[src/rtl/enemy_hit_detector.sv]
// Enemy hit detector: collects shot/wall overlaps per frame and pulses on the next frame boundary.
// Optional frame-based hit cooldown is enabled with the ENEMY_HIT_COOLDOWN_EN macro.
`timescale 1ns/1ps
module enemy_hit_detector #(
  parameter int COOLDOWN_FRAMES = 4,
  parameter int MAX_HITS        = 255
) (
  input  logic       clk,
  input  logic       resetN,
  input  logic       startOfFrame,
  input  logic       enemyDR,
  input  logic       shotDR,
  input  logic       boundaryDR,
  output logic       shotCollision,
  output logic       changeDirection,
  output logic [7:0] hitCount,
  output logic       cooldownActive
);

  typedef enum logic {ARMED = 1'b0, COOLDOWN = 1'b1} state_t;

  localparam logic [7:0] MAX_HITS_C = 8'(MAX_HITS);

  state_t     state_q, state_d;
  logic       hitPending_q, hitPending_d;
  logic       wallPending_q, wallPending_d;
  logic       shotCollision_q, shotCollision_d;
  logic       changeDirection_q, changeDirection_d;
  logic [7:0] hitCount_q, hitCount_d;
  logic       shot_ov, wall_ov;

`ifdef ENEMY_HIT_COOLDOWN_EN
  localparam logic [7:0] COOLDOWN_C = 8'(COOLDOWN_FRAMES);
  logic [7:0] frameCnt_q, frameCnt_d;
  logic       cooldownActive_q;
`endif

  assign shot_ov = enemyDR & shotDR;
  assign wall_ov = enemyDR & boundaryDR;

  always_comb begin
    state_d           = state_q;
    hitPending_d      = hitPending_q;
    wallPending_d     = wallPending_q;
    shotCollision_d   = 1'b0;
    changeDirection_d = 1'b0;
    hitCount_d        = hitCount_q;
`ifdef ENEMY_HIT_COOLDOWN_EN
    frameCnt_d        = frameCnt_q;
`endif
    if (startOfFrame) begin
      // Decide on last frame's flags, then restart them with this cycle's overlap.
      changeDirection_d = wallPending_q;
      if (state_q == ARMED) begin
        if (hitPending_q) begin
          shotCollision_d = 1'b1;
          if (hitCount_q < MAX_HITS_C)
            hitCount_d = hitCount_q + 8'd1;
`ifdef ENEMY_HIT_COOLDOWN_EN
          frameCnt_d = COOLDOWN_C;
          state_d    = COOLDOWN;
`endif
        end
      end else begin
`ifdef ENEMY_HIT_COOLDOWN_EN
        frameCnt_d = frameCnt_q - 8'd1;
        if (frameCnt_q == 8'd1)
          state_d = ARMED;
`endif
      end
      hitPending_d  = shot_ov && (state_d == ARMED);
      wallPending_d = wall_ov;
    end else begin
      if (shot_ov && (state_q == ARMED))
        hitPending_d = 1'b1;
      if (wall_ov)
        wallPending_d = 1'b1;
    end
  end

  always_ff @(posedge clk or negedge resetN) begin
    if (!resetN) begin
      state_q           <= ARMED;
      hitPending_q      <= 1'b0;
      wallPending_q     <= 1'b0;
      shotCollision_q   <= 1'b0;
      changeDirection_q <= 1'b0;
      hitCount_q        <= 8'd0;
`ifdef ENEMY_HIT_COOLDOWN_EN
      frameCnt_q        <= 8'd0;
      cooldownActive_q  <= 1'b0;
`endif
    end else begin
      state_q           <= state_d;
      hitPending_q      <= hitPending_d;
      wallPending_q     <= wallPending_d;
      shotCollision_q   <= shotCollision_d;
      changeDirection_q <= changeDirection_d;
      hitCount_q        <= hitCount_d;
`ifdef ENEMY_HIT_COOLDOWN_EN
      frameCnt_q        <= frameCnt_d;
      cooldownActive_q  <= (state_d == COOLDOWN);
`endif
    end
  end

  assign shotCollision   = shotCollision_q;
  assign changeDirection = changeDirection_q;
  assign hitCount        = hitCount_q;
`ifdef ENEMY_HIT_COOLDOWN_EN
  assign cooldownActive  = cooldownActive_q;
`else
  assign cooldownActive  = 1'b0;
`endif

endmodule

[config.mk]
export PLATFORM = sky130hd
export DESIGN_NAME = enemy_hit_detector
export DESIGN_NICKNAME = d
export VERILOG_FILES = /design/src/rtl/enemy_hit_detector.sv
export SDC_FILE = /design/constraint.sdc
export NUM_CORES = 1
export LEC_CHECK = 0
export ABC_AREA = 1
export CAP_MARGIN = 20
export CORE_AREA = 4 4 48 50
export DETAILED_ROUTE_END_ITERATION = 8
export DIE_AREA = 0 0 52 54
export PLACE_DENSITY_LB_ADDON = 0.08
export SLEW_MARGIN = 5
export SYNTH_ARGS = -nofsm -noshare
export SYNTH_HDL_FRONTEND = slang
export SYNTH_SLANG_ARGS = --single-unit
[constraint.sdc]
create_clock -name clk -period 1.5 [get_ports clk]
set_clock_uncertainty 0.1 [all_clocks]
set_input_delay 0.45 -clock clk [delete_from_list [all_inputs] [get_ports clk]]
set_output_delay 0.45 -clock clk [all_outputs]
set_load 0.02 [all_outputs]
; ---- Word-level counts from Yosys, hierarchy flattened
; Index checks and enable logic that the tools add are counted.
[word_totals]
elab_cells = 19
inputBits = 6
memories = 0
regBits = 12
romBits = 0
latchBits = 0
out_inout_bits = 11
mem_bits_rw = 0
[classes]
shift = 0
n_eq_ne = 0
n_div = 0
n_reduce_logical = 3
mul = 0
order_cmp = 1
n_mux = 7
addsub = 1
bitwise = 2
[op_table]
columns = operator, n
row1 = $add A8 B1 Y8 const B, 1
row2 = $lt A8 B8 Y1 const B, 1
row3 = $mux W1, 7
row4 = $reduce_bool A2 Y1, 2
row5 = $reduce_and A3 Y1, 1
row6 = $and A1 B1 Y1, 2

; ---- Depth between registers and ports, before layout
; Gate-level depths: netlist of run 1.
[logic_depth]
ltp_word = 3
mapped_depth = 7
depth_no_buf = 7

; ---- Least setup slack after synthesis of run 1
; OpenSTA, ideal clock, no wires.
[synth_timing]
kind = register to register
startpoint = register hitCount_q[0], in the netlist hitCount[0]
endpoint = register hitCount_q[2], in the netlist hitCount[2]
path_slack_ps = 78
period_less_slack_ps = 1422
path_stages_with_launch = 8
t_arrival_ps = 1248
required_time_ps = 1326
n_path_buf = 0
setup_ps = 74
path_cell_list = dfrtp_1 > ha_1 > nand2_2 > nor2_2 > nand2_4 > nand2_4 > nand2_1 > o21ai_2
[synth_between]
elab_chain_cells = 2
elab_cells_between_ends = 3
classes_between = add/sub: 1 / order compare: 1 / reduce/logical: 1
[synth_rtl]
columns = element, line_no
row1 = from (decl), 29  ; logic [7:0] hitCount_q, hitCount_d;
row2 = from (signal assigned), 99  ; hitCount_q <= hitCount_d;
row3 = $lt A8 B8 Y1, 57  ; if (hitCount_q < MAX_HITS_C)
row4 = $reduce_and A3 Y1 (no line), --
; Several ways; a longest one is shown, not always the timed one.
; A chain may end at the register's enable or synchronous reset.

; ---- Worst setup path in the final report of run 1
[layout_timing]
startpoint = register hitCount_q[6], in the netlist hitCount[6]
endpoint = output port hitCount[6]
[layout_rtl]
columns = element, line_no
row1 = to (decl), 16  ; output logic [7:0] hitCount,
; No word-level cell between the ends.

==> flow_metrics.py, run 1 <==
metrics = {
    "critical_path": {
        "reg2reg_from": "hitCount[0]",
        "r2r_end": "hitCount[2]",
        "critPathCaptureType": "output pin",
        "critPathLaunchType": "flip-flop",
        "startpoint": "hitCount[6]",
        "crit_family": "flip-flops",
        "crit_type": "flip-flop to output pin",
        "slowest_delay_ns": 0.39,
        "required_ns": 0.95,
        "crit_chain": "clkdlybuf4s15_2",
        "cp.arrival_ns": 0.92,
        "crit_fanout": 2,
        "cp_slowest_cell": "dfrtp_1",
        "ff2ff_path_depth": 8,
        "r2r_setup_slack_ns": 0.13,
        "cp_num_buf_inv": 1,
    },
    "floorplan": {
        "num_io_pins": 17,
        "start_util_pct": 33.4,
        "rows": 16,
        "core_um2": 1900,
        "dieHeight_um": 54,
        "die_w_um": 52,
        "die_area_um2": 2810,
    },
    "global_routing": {
        "grt_max_degree": 13,
        "grt_overflow": 0,
        "antenna_found_initial": 0,
        "track_usage_pct": 10.4,
        "grt_pass1_wl_um": 2130,
        "grt_pass1_vias": 538,
    },
    "sta": {
        "fin_crit_sh_pct": 98.3,
        "finalCriticalPeriod_ns": 1.47,
        "final.setup.tns_ns": 0,
        "hold_violations": 0,
        "fin_ws_ns": 0.0257,
        "hold_ws_ns": 0.365,
        "report.final.setup_viol": 0,
        "rsz0062_at_grt": "false",
        "max_freq_mhz": 678,
        "slew_violations": 0,
    },
    "route": {
        "via_per_inst": 4.30,
        "first_pass_iters": 4,
        "dr_total_vias": 576,
        "detail-route-antenna-nets": 0,
        "drt_iter0_markers": 8,
        "wl_per_cell_um": 9.26,
        "wl_um": 1240,
        "drc": 0,
    },
    "layout": {
        "syn_to_final_growth_pct": 43.0,
        "drive_gt1_share_pct": 31.8,
        "layout.area.seq_um2": 300,
        "num_antenna_cells": 0,
        "multi_input_area_um2": 289,
        "nFillCells": 203,
        "layout_common_cells": "nand2_1 (23), dfrtp_1 (12), buf_4 (12), inv_1 (9), nand3_1 (9)",
        "fin_util_pct": 47.7,
        "final_common_cell": "nand2_1",
        "layout.nets": 115,
    },
    "placed_design": {
        "port_buffers": 15,
        "hpwl_um": 939,
        "place_congestion": 0.769,
        "dpl_worst_slack_ns": -0.156,
    },
    "synthesis": {
        "syn_nets": 85,
        "ys.warnings.count": 0,
        "syn_area_per_cell_um2": 8.13,
        "yosys.cell_types.count": 21,
        "synth_seq_cells": 12,
        "synth_area_um2": 634,
        "seq_area_frac_synth_pct": 47.3,
        "syn-instance-count": 78,
    },
    "clock_network": {
        "clock-sinks": 12,
        "cts.path.max_buffers": 2,
        "clk_pin_slew_worst_paths_ns": 0.08,
        "cts_setup_buffers": 0,
        "root_buffer": "clkbuf_4",
        "cts_tree": "done",
        "cts_hold_buf": 0,
        "worstSkewPairLatency_ns": 0.28,
        "numCtsBuffers": 3,
        "htree_levels": 1,
    },
    "pwr": {
        "powerDensity_nw_per_um2": 1190,
        "ir_drop_uv": 651,
        "fin_total_pwr_mw": 1.08,
        "power_leakage_nw": 0.472,
    },
    "min_path": {
        "holdCritPathClass": "input port to asynchronous set/reset pin",
    },
    "flow_run": {
        "maxCapViolations": 0,
    },
    "run_status": {
        "status": "finished clean",
    },
}
==> worst max-delay path by stage <==
stage	depth (start not counted)	end	slack (ns)
3_5_place_dp	6	hitCount[6]	-0.16
3_3_place_gp	6	hitCount[6]	-0.14
6_report	1	hitCount[6]	0.03
5_1_grt	1	hitCount[6]	0.003
4_1_cts	1	hitCount[5]	0.001
2_1_floorplan	7	hitCount[2]	0.08
==> layout make-up <==
type | count | area share, %
timing repair buffer | 27 | 22.9
multi-input combinational | 54 | 31.9
clock buffer | 4 | 4.00
tap | 27 | 3.72
inverter | 10 | 4.41
sequential | 12 | 33.1
==> timing repair <==
action	4_1_cts	5_1_grt
endpoints found under the setup margin	10	8
pin swaps	0	2
gates resized for setup	23	9
==> routing by layer <==
| layer | share of wire, % | up-vias | GRT usage, % |
|---|---|---|---|
| met5 | 0 | - | 0 |
| met4 | 2.2 | 0 | 6.55 |
| met3 | 7.1 | 4 | 2.49 |
| met2 | 42 | 14 | 16.7 |
| met1 | 48 | 255 | 12.4 |
| li1 | - | 303 | - |
==> state kept, by name, summed over array words and instances (netlist names) <==
| register | count |
|---|---|
| changeDirection | 1 |
| shotCollision | 1 |
| hitPending_q | 1 |
| wallPending_q | 1 |
| hitCount | 8 |
==> Yosys cell counts <==
library cell / number / area, um2
nand2_1: 23 / 86.3
dfrtp_1: 12 / 300
inv_1: 9 / 33.8
nand3_1: 9 / 45.0
nor2_1: 4 / 15.0
nand4_1: 3 / 18.8
nand2_2: 2 / 12.5
nand2_4: 2 / 22.5
o21ai_0: 2 / 10.0
a21o_1: 1 / 7.51
buf_2: 1 / 5.00
buf_4: 1 / 7.51
conb_1: 1 / 3.75
ha_1: 1 / 12.5
inv_4: 1 / 6.26
nand3b_1: 1 / 7.51
nor2_2: 1 / 6.26
nor2_4: 1 / 11.3
nor3_1: 1 / 5.00
o21ai_2: 1 / 8.76
xnor2_1: 1 / 8.76
==> stage by stage <==
step	std cells	cell area, um2
CTS	134	936
global route	134	907
finish	134	907
detailed placement	130	896
global placement	130	896
floorplan	78	634
==> logic make-up after synthesis <==
| kind of cell | count (synthesis) | share of synthesized area, % |
|---|---|---|
| buf+inv | 12 | 8.28 |
| xor+xnor | 1 | 1.38 |
| flops | 12 | 47.3 |
| simple gates | 47 | 36.3 |
| compound gates | 4 | 4.14 |
| other cells | 1 | 0.591 |
| fa+ha+maj | 1 | 1.97 |
==> power by group <==
group          internal [mW]  total, mW  switching [mW]
Combinational          0.182      0.415           0.234
Clock                  0.148      0.262           0.115
Sequential             0.375      0.398          0.0233
Total                  0.704       1.08           0.372
(Power assumes the default switching activity.)
==> run 2: changes to the inputs <==
--- a/config.mk
+++ b/config.mk
@@ -5,11 +5,11 @@
 export SDC_FILE = /design/constraint.sdc
 export NUM_CORES = 1
 export LEC_CHECK = 0
-export ABC_AREA = 1
-export CAP_MARGIN = 20
-export CORE_AREA = 4 4 48 50
+export ABC_AREA = 0
+export CAP_MARGIN = 5
+export CORE_AREA = 4 4 45 47
 export DETAILED_ROUTE_END_ITERATION = 8
-export DIE_AREA = 0 0 52 54
+export DIE_AREA = 0 0 49 51
 export PLACE_DENSITY_LB_ADDON = 0.08
 export SLEW_MARGIN = 5
 export SYNTH_ARGS = -nofsm -noshare
==> run 2 against run 1 <==
Hold slack better by 0.0014 ns. Cell count decreased by 26%. Register-to-register slack lost 0.05 ns. Via count down 22%. Non-clock buffer count grew 3. Utilization up 2.5 points. Critical path type unchanged. Largest cell class unchanged.
==> flow_metrics.py, run 2 <==
metrics = {
    "run_status": {
        "status": "finished clean",
    },
    "floorplan": {
        "start_util_pct": 32.9,
        "dieHeight_um": 51,
        "die_w_um": 49,
        "rows": 15,
        "die_area_um2": 2500,
        "core_um2": 1650,
        "num_io_pins": 17,
    },
    "sta": {
        "hold_ws_ns": 0.367,
        "finalCriticalPeriod_ns": 1.46,
        "max_freq_mhz": 687,
        "hold_violations": 0,
        "report.final.setup_viol": 0,
        "rsz0062_at_grt": "false",
        "fin_crit_sh_pct": 97.1,
        "slew_violations": 0,
    },
    "synthesis": {
        "synth_most_common_cell": "dfrtp_1",
        "synthTopCellsByCount": "dfrtp_1 (12), nand2_1 (5), nand3_1 (3), nor2_1 (3)",
        "syn-instance-count": 49,
        "synth_top_cell_by_area": "dfrtp_1",
        "seq_area_frac_synth_pct": 55.3,
        "yosys.cell_types.count": 23,
        "synth_area_um2": 543,
        "synthFlopType": "dfrtp_1",
        "syn_nets": 56,
        "synthTopCellsByArea": "dfrtp_1 (55%), mux2_2 (4.1%), nand2_1 (3.5%)",
        "synth_top_area_share_pct": 55.3,
        "async_flop_share_pct": 100,
        "synth_edf_count": 0,
        "syn_area_per_cell_um2": 11.1,
        "ys.warnings.count": 0,
        "synth_seq_cells": 12,
    },
    "critical_path": {
        "cp_num_buf_inv": 1,
        "startpoint": "hitCount[7]",
        "crit_chain": "clkdlybuf4s15_2",
        "crit_type": "flip-flop to output pin",
        "cp_slowest_cell": "dfrtp_1",
        "crit_family": "flip-flops",
        "crit_fanout": 2,
        "reg2reg_from": "hitCount[0]",
        "cp.arrival_ns": 0.91,
        "required_ns": 0.95,
        "slowest_delay_ns": 0.38,
        "critPathCaptureType": "output pin",
        "critPathLaunchType": "flip-flop",
    },
    "global_routing": {
        "grt_pass1_vias": 431,
        "grt_pass1_wl_um": 1890,
        "track_usage_pct": 10.3,
        "grt_max_degree": 13,
        "grt_overflow": 0,
        "antenna_found_initial": 0,
    },
    "flow_run": {
        "maxCapViolations": 0,
    },
    "clock_network": {
        "clk_pin_slew_worst_paths_ns": 0.08,
        "htree_levels": 1,
        "cts_setup_buffers": 0,
        "clock-sinks": 12,
        "cts_hold_buf": 0,
        "cts_tree": "done",
        "root_buffer": "clkbuf_4",
        "numCtsBuffers": 3,
        "worstSkewPairLatency_ns": 0.27,
        "cts.path.max_buffers": 2,
    },
    "pwr": {
        "powerDensity_nw_per_um2": 1490,
        "ir_drop_uv": 817,
        "power_leakage_nw": 0.404,
    },
    "layout": {
        "syn_to_final_growth_pct": 52.8,
        "largest_reg_flops": 8,
        "final_common_cell": "buf_4",
        "final_area_um2": 830,
        "layout_common_cells": "buf_4 (15), dfrtp_1 (10), nand2_1 (5), buf_2 (5)",
        "num_antenna_cells": 0,
        "nFillCells": 162,
        "drive_gt1_share_pct": 51.2,
        "layout.nets": 90,
    },
    "placed_design": {
        "place_congestion": 0.709,
        "dpl_cell_area_um2": 822,
        "port_buffers": 15,
        "hpwl_um": 803,
    },
    "route": {
        "via_per_inst": 4.53,
        "wl_um": 1090,
        "drt_iter0_markers": 2,
        "wl_per_cell_um": 11.0,
        "drc": 0,
        "dr_total_vias": 448,
        "first_pass_iters": 2,
        "detail-route-antenna-nets": 0,
    },
    "min_path": {
        "holdCritPathClass": "input port to asynchronous set/reset pin",
    },
}
run 2: cell types whose count changed after synthesis, sizes merged, moves of 2 or more:
cell,before,now
and3,0,2
a21oi,0,2
mux2,0,3
xor2,0,2
nor2,6,3
nand3,9,3
inv,10,2
nand2,27,6
and2,0,2
run 2: final timing paths:
kind | slack, ns | end | depth (start not counted)
max | 0.04 | hitCount[7] | 1
min | 0.37 | hitCount[1] | 2
max reg2reg | 0.08 | hitCount[6] | 5
min reg2reg | 0.40 | changeDirection | 1
max in group asynchronous | 0.76 | hitCount[0] | 2
min in group clk | 0.40 | changeDirection | 1
run 2: final cells by class:
class                      instances  area, um2  share of cell area, %
clock buffer                       4       26.3                   3.17
inverter                           2       7.51                  0.905
multi-input combinational         34        254                   30.6
sequential                        12        303                   36.5
tap                               17       21.3                   2.56
timing repair buffer              30        218                   26.2
run 2: routing by layer:
| metal | global-route usage (%) | share of wire, % |
|---|---|---|
| met5 | 0 | 0 |
| met4 | 9.42 | 3.1 |
| met3 | 2.92 | 6.6 |
| met2 | 15.9 | 46 |
| met1 | 11.3 | 44 |
run 2: stage by stage:
step           util, %  cells  setup WS [ns]  total power, mW  setup TNS [ns]
3_5_place_dp      49.8     95         -0.389             1.06           -2.30
4_1_cts           51.6     99       0.000634             1.25               0
3_3_place_gp      49.8     95         -0.370             1.06           -2.22
6_report          50.2     99         0.0436             1.24               0
5_1_grt           50.2     99        0.00362             1.34               0
2_1_floorplan        -     49         0.0303            0.710               0
run 2: timing repair:
| action | in CTS | in global routing |
|---|---|---|
| setup endpoints to repair | 15 | 14 |
| resized for setup | 29 | 12 |
| pin swaps | 3 | 1 |
run 2: cells by family (layout without fill, tap and decap cells):
kind of cell,Yosys count,after routing,share of synthesized area (%)
compound gates,5,5,5.30
flops,12,12,55.3
buf+inv,3,36,2.77
fa+ha+maj,1,1,2.30
xor+xnor,4,4,6.45
mux,3,3,6.91
other cells,1,1,0.691
simple gates,20,20,20.3
run 2: where the power goes:
group	switching, mW	internal [mW]
Clock	0.110	0.103
Sequential	0.0482	0.407
Combinational	0.287	0.285
Total	0.445	0.795
